**config.mk**
```make
export PLATFORM = sky130hd
export DESIGN_NAME = pcap_replay_ts_pacer
export DESIGN_NICKNAME = d
export VERILOG_FILES = /design/src/rtl/pcap_replay_ts_pacer_pkg.sv /design/src/rtl/pcap_replay_ts_pacer.sv
export SDC_FILE = /design/constraint.sdc
export NUM_CORES = 1
export LEC_CHECK = 0
export BUFFER_PORTS_ARGS = -buffer_cell sky130_fd_sc_hd__buf_2
export CAP_MARGIN = 5
export CORE_AREA = 3 3 355 357
export DETAILED_ROUTE_END_ITERATION = 6
export DIE_AREA = 0 0 358 360
export PLACE_DENSITY = 0.3
export REMOVE_ABC_BUFFERS = 1
export SYNTH_ARGS = -nofsm -noshare
export SYNTH_HDL_FRONTEND = slang
export SYNTH_SLANG_ARGS = --single-unit
```
**constraint.sdc**
```tcl
create_clock -name axis_aclk -period 6 [get_ports axis_aclk]
set_input_delay 0.3 -clock axis_aclk [delete_from_list [all_inputs] [get_ports axis_aclk]]
set_output_delay 0.3 -clock axis_aclk [all_outputs]
set_load 0.005 [all_outputs]
```
**src/rtl/pcap_replay_ts_pacer_pkg.sv**
```systemverilog
// Shared types and constants for the pcap replay timestamp pacer.
// State encoding and timestamp field placement within tuser.
package pcap_replay_ts_pacer_pkg;

  typedef enum logic [1:0] {
    IDLE = 2'd0,
    CALC = 2'd1,
    WAIT = 2'd2,
    SEND = 2'd3
  } state_e;

  localparam int TS_LSB        = 32;
  localparam int TS_WIDTH      = 32;
  localparam int ELAPSED_WIDTH = 40;

endpackage

```
**src/rtl/pcap_replay_ts_pacer.sv**
```systemverilog
// Replays a captured packet stream at its recorded inter-packet spacing.
// Strips the capture timestamp from tuser on the way out.
module pcap_replay_ts_pacer
  import pcap_replay_ts_pacer_pkg::*;
#(
  parameter int C_M_AXIS_DATA_WIDTH  = 256,
  parameter int C_S_AXIS_DATA_WIDTH  = 256,
  parameter int C_M_AXIS_TUSER_WIDTH = 128,
  parameter int C_S_AXIS_TUSER_WIDTH = 128,
  parameter int CYCLES_PER_US        = 200
) (
  input  logic                              axis_aclk,
  input  logic                              axis_reset,
  input  logic                              replay_en,
  input  logic [C_S_AXIS_DATA_WIDTH-1:0]    s_axis_tdata,
  input  logic [C_S_AXIS_DATA_WIDTH/8-1:0]  s_axis_tkeep,
  input  logic [C_S_AXIS_TUSER_WIDTH-1:0]   s_axis_tuser,
  input  logic                              s_axis_tvalid,
  input  logic                              s_axis_tlast,
  output logic                              s_axis_tready,
  output logic [C_M_AXIS_DATA_WIDTH-1:0]    m_axis_tdata,
  output logic [C_M_AXIS_DATA_WIDTH/8-1:0]  m_axis_tkeep,
  output logic [C_M_AXIS_TUSER_WIDTH-1:0]   m_axis_tuser,
  output logic                              m_axis_tvalid,
  output logic                              m_axis_tlast,
  input  logic                              m_axis_tready,
  output logic [31:0]                       pkt_cnt,
  output logic [31:0]                       late_cnt
);

  localparam logic [ELAPSED_WIDTH-1:0] CPU_W =
    ELAPSED_WIDTH'(CYCLES_PER_US);

  state_e                     state_q, state_d;
  logic                       first_q, first_d;
  logic                       mid_q, mid_d;
  logic [ELAPSED_WIDTH-1:0]   elapsed_q, elapsed_d;
  logic [ELAPSED_WIDTH-1:0]   target_q, target_d;
  logic [TS_WIDTH-1:0]        ts_prev_q, ts_prev_d;
  logic [TS_WIDTH-1:0]        delta_q, delta_d;
  logic [31:0]                pkt_q, pkt_d;
  logic [31:0]                late_q, late_d;

  logic [TS_WIDTH-1:0]        ts_in;
  logic [ELAPSED_WIDTH-1:0]   elapsed_inc;
  logic [ELAPSED_WIDTH-1:0]   calc_target;
  logic                       send;
  logic                       beat_hs;
  logic                       first_hs;
  logic                       last_hs;
  logic                       unused_tuser;

  assign ts_in = s_axis_tuser[TS_LSB +: TS_WIDTH];
  assign unused_tuser =
    ^s_axis_tuser[C_S_AXIS_TUSER_WIDTH-1:TS_LSB+TS_WIDTH];

  assign send     = (state_q == SEND);
  assign beat_hs  = s_axis_tvalid & s_axis_tready;
  assign first_hs = beat_hs & ~mid_q;
  assign last_hs  = beat_hs & s_axis_tlast;

  assign elapsed_inc = (&elapsed_q) ? elapsed_q
                                    : elapsed_q + 1'b1;
  assign calc_target = ELAPSED_WIDTH'(delta_q) * CPU_W;

  assign s_axis_tready = m_axis_tready & send;
  assign m_axis_tvalid = s_axis_tvalid & send;
  assign m_axis_tdata  = s_axis_tdata;
  assign m_axis_tkeep  = s_axis_tkeep;
  assign m_axis_tlast  = s_axis_tlast & send;

  always_comb begin
    m_axis_tuser = '0;
    m_axis_tuser[TS_LSB-1:0] = s_axis_tuser[TS_LSB-1:0];
  end

  always_comb begin
    state_d   = state_q;
    first_d   = first_q;
    mid_d     = mid_q;
    elapsed_d = elapsed_inc;
    target_d  = target_q;
    ts_prev_d = ts_prev_q;
    delta_d   = delta_q;
    pkt_d     = pkt_q;
    late_d    = late_q;
    unique case (state_q)
      IDLE: begin
        if (s_axis_tvalid && replay_en) begin
          if (first_q || ts_in == '0) begin
            state_d = SEND;
          end else begin
            delta_d = ts_in - ts_prev_q;
            state_d = CALC;
          end
        end
      end
      CALC: begin
        target_d = calc_target;
        if (elapsed_q >= calc_target) begin
          late_d = late_q + 32'd1;
        end
        state_d = WAIT;
      end
      WAIT: begin
        // Enter SEND in the cycle elapsed reaches target
        if (elapsed_inc >= target_q) begin
          state_d = SEND;
        end
      end
      SEND: begin
        if (first_hs) begin
          if (ts_in != '0) begin
            ts_prev_d = ts_in;
          end
          first_d   = 1'b0;
          elapsed_d = ELAPSED_WIDTH'(1);
        end
        if (beat_hs) begin
          mid_d = ~s_axis_tlast;
        end
        if (last_hs) begin
          pkt_d   = pkt_q + 32'd1;
          state_d = IDLE;
        end
      end
    endcase
  end

  always_ff @(posedge axis_aclk) begin
    if (axis_reset) begin
      state_q   <= IDLE;
      first_q   <= 1'b1;
      mid_q     <= 1'b0;
      elapsed_q <= '0;
      target_q  <= '0;
      ts_prev_q <= '0;
      delta_q   <= '0;
      pkt_q     <= '0;
      late_q    <= '0;
    end else begin
      state_q   <= state_d;
      first_q   <= first_d;
      mid_q     <= mid_d;
      elapsed_q <= elapsed_d;
      target_q  <= target_d;
      ts_prev_q <= ts_prev_d;
      delta_q   <= delta_d;
      pkt_q     <= pkt_d;
      late_q    <= late_d;
    end
  end

  assign pkt_cnt  = pkt_q;
  assign late_cnt = late_q;

endmodule

```
==> impl_metrics.py, run 1 <==
metrics = {
    "status": {
        "status": "complete, no violations",
    },
    "final_layout": {
        "final_nets": 2812,
        "area_growth_pct": 6.68,
        "n_antenna_cell": 0,
        "fin_util_pct": 16.6,
        "drive_above_1_share_pct": 11.4,
    },
    "pwr": {
        "cellPowerDensity_mw_per_mm2": 196,
        "clock_power_share_pct": 46.2,
        "seqPwrFrac_pct": 36.1,
        "p_comb_share_pct": 17.7,
        "switching_share_pct": 30.1,
        "p_int_mw": 2.80,
        "switchingPower_mw": 1.21,
        "finalPower_mw": 4.00,
        "p_leak_nw": 8.95,
        "irDropWorstVdd_uv": 182,
    },
    "cts": {
        "numClockSinks": 209,
        "cts-root-buf": "clkbuf_16",
        "htreeDepth": 1,
        "cts_buffer_depth": 3,
        "post_cts_buffers": 0,
        "cts_buffers": 30,
        "clk_pin_slew_worst_paths_ns": 0.06,
        "cts_tree": "done",
        "clkLatencyLatePin_ns": 0.62,
    },
    "placement": {
        "dp.final_hpwl_mm": 156,
        "gp_congestion": 1.08,
        "pre_cts_slack_ns": 0.0683,
        "port-buffer-count": 104,
    },
    "critical_path": {
        "cp_max_fo": 14,
        "cp-end-kind": "register",
        "cp-start-kind": "register",
        "arrival_ns": 6.19,
        "critPathKind": "register to register",
        "required_ns": 6.48,
    },
    "drt": {
        "drtIter0Drc": 917,
        "drc_errors": 0,
        "viasPerCell": 4.04,
        "drt_pass1_iterations": 5,
        "ant_nets": 0,
        "post_drt_wl_per_cell_um": 44.8,
        "routed_wl_mm": 171,
        "vias": 15400,
    },
    "sta": {
        "fin_ws_ns": 0.284,
        "fin_crit_ns": 5.72,
        "rsz0062_at_grt": "no",
        "setup_tns_ns": 0,
        "worst_slew_pin_slew_ns": 0.956,
        "setup-violations-final": 0,
        "max_slew_margin_pct": 36.1,
        "final_max_slew_viol_count": 0,
        "post-route-period-util_pct": 95.3,
        "fmax_mhz": 175,
        "hold_violations": 0,
        "clock_skew_ns": 0.0352,
    },
    "logic_synthesis": {
        "synth-seq-cells": 209,
        "synthDistinctLibCells": 84,
        "yosys_warnings": 0,
        "synth_area_leaders": "dfxtp_1, buf_4, ha_1",
        "synthDominantCellAreaShare_pct": 21.8,
        "netlist_area_mm2": 0.0192,
        "synth.most_common_cell": "buf_4",
        "synth_flop_cell": "dfxtp_1",
        "synthCells": 2331,
        "ys_seq_area_share_pct": 21.8,
        "ys_top_cells_by_count": "buf_4, ha_1, dfxtp_1, inv_1, nor2_1",
        "syn_avg_cell_area_um2": 8.22,
        "async_flop_share_pct": 0,
        "synth.largest_area_cell": "dfxtp_1",
        "synth-edff-count": 0,
    },
    "floorplan": {
        "rows": 129,
        "start_util_pct": 15.5,
        "die_x_um": 358,
        "die_y_um": 360,
        "io_pins": 905,
        "dieArea_mm2": 0.129,
        "coreArea_mm2": 0.123,
    },
    "hold_path": {
        "hold_path.class": "input port to register",
    },
    "job": {
        "maxCapViolations": 0,
    },
    "global_routing": {
        "grt_max_degree": 132,
        "track_usage_pct": 25.7,
        "antenna_found_initial": 0,
        "grt_pass1_wl_mm": 203,
        "grt_pass1_vias": 14700,
        "overflow": 0,
    },
}
==> registers in the layout, summed over array words and instances (netlist names) <==
name,count
delta_q,32
elapsed_q,40
first_q,1
late_cnt,32
mid_q,1
pkt_cnt,32
state_q,2
target_q,37
ts_prev_q,32
==> power groups by stage <==
stage | clock [mW] | combinational (mW) | sequential, mW
floorplan | 0 | 0.426 | 1.47
global placement | 0 | 0.708 | 1.48
finish | 1.85 | 0.710 | 1.44
detailed placement | 0 | 0.705 | 1.48
CTS | 1.93 | 0.723 | 1.44
global route | 1.97 | 0.794 | 1.45
==> per-stage QoR <==
stage                     cells  area [um2]  hold slack (ns)
after floorplan            1945       16100            0.369
after global placement     3724       19100            0.431
after detailed placement   3724       19100            0.440
after CTS                  3809       20400           0.0209
after global routing       3809       20400           0.0745
final                      3809       20400           0.0811
==> final timing paths <==
path | endpoint | cells past startpoint | from | slack, ns
hold / removal | mid_q$_SDFFE_PP0P_ | 3 | m_axis_tready | 0.08
hold reg to reg | first_q$_SDFFE_PP1P_ | 1 | first_q$_SDFFE_PP1P_ | 0.45
setup / recovery | late_cnt[14]$_SDFFE_PP0P_ | 24 | delta_q[3]$_SDFFE_PP0P_ | 0.28
setup reg to reg | late_cnt[14]$_SDFFE_PP0P_ | 24 | delta_q[3]$_SDFFE_PP0P_ | 0.28
==> cells by family after synthesis <==
| logic type | count (synthesis) | synth area share, % |
|---|---|---|
| compound gates | 357 | 12.2 |
| xor+xnor | 111 | 5.08 |
| fa+ha+maj | 241 | 16.8 |
| buf+inv | 680 | 21.7 |
| flops | 209 | 21.8 |
| mux | 85 | 4.70 |
| other cells | 1 | 0.0196 |
| simple gates | 647 | 17.6 |
==> layout by cell type, fill, tap and decap left out, types with 28 or more instances in the layout <==
cell / Yosys / routed
ha_1: 213 / 210
dfxtp_1: 209 / 204
inv_1: 199 / 199
nor2_1: 168 / 167
a21oi_1: 119 / 118
nand2_1: 116 / 115
buf_2: 9 / 103
conb_1: 1 / 96
nor2b_1: 75 / 75
xor2_1: 65 / 65
o21ai_0: 56 / 53
nand3_1: 53 / 53
nand4_1: 51 / 51
mux2i_1: 49 / 49
xnor2_1: 46 / 45
a21o_1: 41 / 41
buf_4: 416 / 32
clkbuf_16: 0 / 31
dlygate4sd3_1: 0 / 30
and2_1: 28 / 28
fa_1: 28 / 28
==> critical path, cell delays in order, from the launching register on <==
cell	delay [ns]
dfxtp_2	0.34
ha_1	0.30
ha_1	0.28
inv_1	0.05
fa_1	0.49
inv_1	0.04
ha_1	0.34
nand2_1	0.09
or3b_1	0.39
nand4b_1	0.17
nand4_1	0.20
a21oi_2	0.19
buf_4	0.16
a21oi_1	0.10
o211a_1	0.26
or2_2	0.29
ha_1	0.29
nand2_1	0.12
nor4_4	0.24
buf_4	0.16
o311ai_4	0.10
buf_12	0.17
buf_4	0.14
a211oi_1	0.27
mux2_2	0.36
==> layer usage <==
metal	share of wire [%]	vias to the layer above	GRT usage, %	wire (um)
met4	3.4	28	7.48	5830
li1	-	7076	-	-
met2	46	1386	42.3	78700
met1	18	6770	12.8	31200
met3	31	120	38.0	53000
met5	1.1	-	10.3	1870
==> final cells by class <==
class | instances | area, um2
clock inverters | 9 | 80.1
flip-flops and latches | 209 | 4190
repair buffers | 172 | 1190
inverters | 199 | 747
well taps | 1637 | 2050
clock buffers | 46 | 922
fillers | 14100 | 103000
multi-input cells | 1537 | 11300
==> timing repair <==
item                       4_1_cts  5_1_grt
setup endpoints to repair        0       32
hold buffers                    30        0
resized for setup                0       18
hold endpoints to repair        30        0
(Power assumes the default switching activity.)
==> run 2: changes to the inputs <==
--- a/config.mk
+++ b/config.mk
@@ -7,10 +7,11 @@
 export LEC_CHECK = 0
 export BUFFER_PORTS_ARGS = -buffer_cell sky130_fd_sc_hd__buf_2
 export CAP_MARGIN = 5
-export CORE_AREA = 3 3 355 357
+export CORE_AREA = 3 3 351 353
+export CTS_BUF_LIST = sky130_fd_sc_hd__clkbuf_4 sky130_fd_sc_hd__clkbuf_8
 export DETAILED_ROUTE_END_ITERATION = 6
-export DIE_AREA = 0 0 358 360
-export PLACE_DENSITY = 0.3
+export DIE_AREA = 0 0 354 356
+export PLACE_DENSITY = 0.31
 export REMOVE_ABC_BUFFERS = 1
 export SYNTH_ARGS = -nofsm -noshare
 export SYNTH_HDL_FRONTEND = slang
==> run 2 against run 1 <==
  * Wire length about the same
  * Sequential power about the same
  * Clock power about the same
  * Total power decreased by 0.99%
  * Non-clock buffer count decreased by 2
  * Combinational power decreased by 3.0%
  * Die area decreased by 2.2%
  * Fmax about the same
  * Highest routed layer unchanged
  * Count of clock-buffer cells in the layout increased by 34
  * Setup slack improved by 0.0013 ns
==> impl_metrics.py, run 2 (synthesized netlist as in run 1, its figures left out) <==
metrics = {
    "floorplan": {
        "dieArea_mm2": 0.126,
        "die_y_um": 356,
        "coreArea_mm2": 0.120,
        "start_util_pct": 15.9,
        "die_x_um": 354,
        "rows": 127,
        "io_pins": 905,
    },
    "final_layout": {
        "fin_util_pct": 17.0,
        "largest_register_ffs": 40,
        "reg_top3": "elapsed_q: 40 flops, target_q: 37 flops",
        "area_growth_pct": 6.40,
        "final_area_mm2": 0.0204,
        "final_nets": 2829,
        "drive_above_1_share_pct": 12.5,
        "nFillCells": 13800,
        "final_common_cell": "ha_1",
        "fin_cells": 3815,
        "regMostFlops": "elapsed_q",
        "most-common-layout-cells": "ha_1, dfxtp_1, inv_1",
    },
    "critical_path": {
        "arrival_ns": 6.24,
        "cp-end-kind": "register",
        "r2r-start": "delta_q[4]$_SDFFE_PP0P_",
        "cp_max_fo": 6,
        "rrSetupSlack_ns": 0.28,
        "critPathKind": "register to register",
        "crit_start": "delta_q[4]$_SDFFE_PP0P_",
        "r2r_cells": 21,
        "endpoint": "late_cnt[25]$_SDFFE_PP0P_",
        "rr_endpoint": "late_cnt[25]$_SDFFE_PP0P_",
        "required_ns": 6.53,
        "cp-start-kind": "register",
    },
    "sta": {
        "fin_crit_ns": 5.72,
        "holdWs_ns": 0.193,
        "hold_violations": 0,
        "setup_tns_ns": 0,
        "fin_ws_ns": 0.285,
        "fmax_mhz": 175,
        "worst_slew_pin_slew_ns": 1.03,
        "max_slew_margin_pct": 30.8,
        "post-route-period-util_pct": 95.3,
        "clock_skew_ns": 0.0411,
        "final_max_slew_viol_count": 0,
        "setup-violations-final": 0,
    },
    "global_routing": {
        "grt_pass1_vias": 14600,
        "track_usage_pct": 26.3,
        "overflow": 0,
        "grt_max_degree": 155,
        "antenna_found_initial": 3,
        "grt_pass1_wl_mm": 204,
    },
    "hold_path": {
        "min_from": "s_axis_tvalid",
        "hold_path.class": "input port to register",
    },
    "drt": {
        "viasPerCell": 4.05,
        "drc_errors": 0,
        "ant_nets": 0,
        "vias": 15500,
        "post_drt_wl_per_cell_um": 44.7,
        "drt_pass1_iterations": 7,
        "drtIter0Drc": 761,
        "routed_wl_mm": 171,
    },
    "placement": {
        "pre_cts_slack_ns": 0.194,
        "port-buffer-count": 104,
        "dp.cells": 3692,
        "placed_cell_area_mm2": 0.0190,
        "gp_congestion": 1.12,
        "dp.final_hpwl_mm": 157,
    },
    "pwr": {
        "irDropWorstVdd_uv": 149,
        "p_leak_nw": 8.99,
        "finalPower_mw": 3.96,
        "cellPowerDensity_mw_per_mm2": 194,
    },
    "cts": {
        "clkLatencyLatePin_ns": 0.68,
        "cts-root-buf": "clkbuf_8",
        "numClockSinks": 209,
        "htreeDepth": 2,
        "clk_pin_slew_worst_paths_ns": 0.06,
        "cts_buffer_depth": 3,
        "cts_buffers": 49,
        "cts_tree": "done",
    },
    "status": {
        "status": "complete, no violations",
    },
    "job": {
        "maxCapViolations": 0,
    },
}
[run 2: per-layer routing]
layer,up-vias,wire (um),track usage (%)
li1,7105,-,-
met1,6721,30000,12.6
met2,1464,80000,44.1
met3,146,52600,38.8
met4,28,6030,7.99
met5,-,1930,11.1
[run 2: worst min-delay path by stage]
stage                               endpoint  slack (ns)  depth (start not counted)
floorplan           delta_q[10]$_SDFFE_PP0P_        0.37                          1
global placement        first_q$_SDFFE_PP1P_        0.43                          1
detailed placement      first_q$_SDFFE_PP1P_        0.45                          1
CTS                       mid_q$_SDFFE_PP0P_        0.11                          4
global route              mid_q$_SDFFE_PP0P_        0.19                          4
finish                    mid_q$_SDFFE_PP0P_        0.19                          4
[run 2: critical path: stages (launching register included)]
cell,delay [ns]
dfxtp_1,0.41
ha_1,0.27
ha_1,0.28
inv_1,0.05
fa_1,0.49
inv_1,0.04
ha_1,0.32
a211oi_1,0.26
o21a_1,0.19
nor2_1,0.11
o21a_1,0.18
nor2_1,0.15
xor2_1,0.27
ha_1,0.32
a2111o_1,0.46
a211oi_2,0.22
a2bb2oi_2,0.23
a211oi_2,0.13
o311ai_4,0.54
buf_4,0.25
a211oi_1,0.08
mux2_1,0.31
[run 2: power breakdown]
group / internal (mW) / leakage (nW) / switching, mW
clock: 1.06 / 0.561 / 0.773
combinational: 0.270 / 6.75 / 0.419
sequential: 1.42 / 1.69 / 0.0251
total: 2.75 / 8.99 / 1.22
[run 2: timing repair]
action / CTS / global route
hold buffers: 34 / 0
resized for setup: 0 / 12
buffers inserted: 0 / 1
setup endpoints to repair: 0 / 30
endpoints found under the hold margin: 65 / 0
[run 2: final cells by class]
type / count / area, um2 / share of cell area [%]
Multi-Input combinational cell: 1537 / 11200 / 55.1
Sequential cell: 209 / 4190 / 20.6
Tap cell: 1612 / 2020 / 9.90
Timing Repair Buffer: 170 / 1160 / 5.68
Clock buffer: 80 / 970 / 4.76
Inverter: 199 / 747 / 3.67
Clock inverter: 7 / 70.1 / 0.344
Antenna cell: 1 / 2.50 / 0.0123
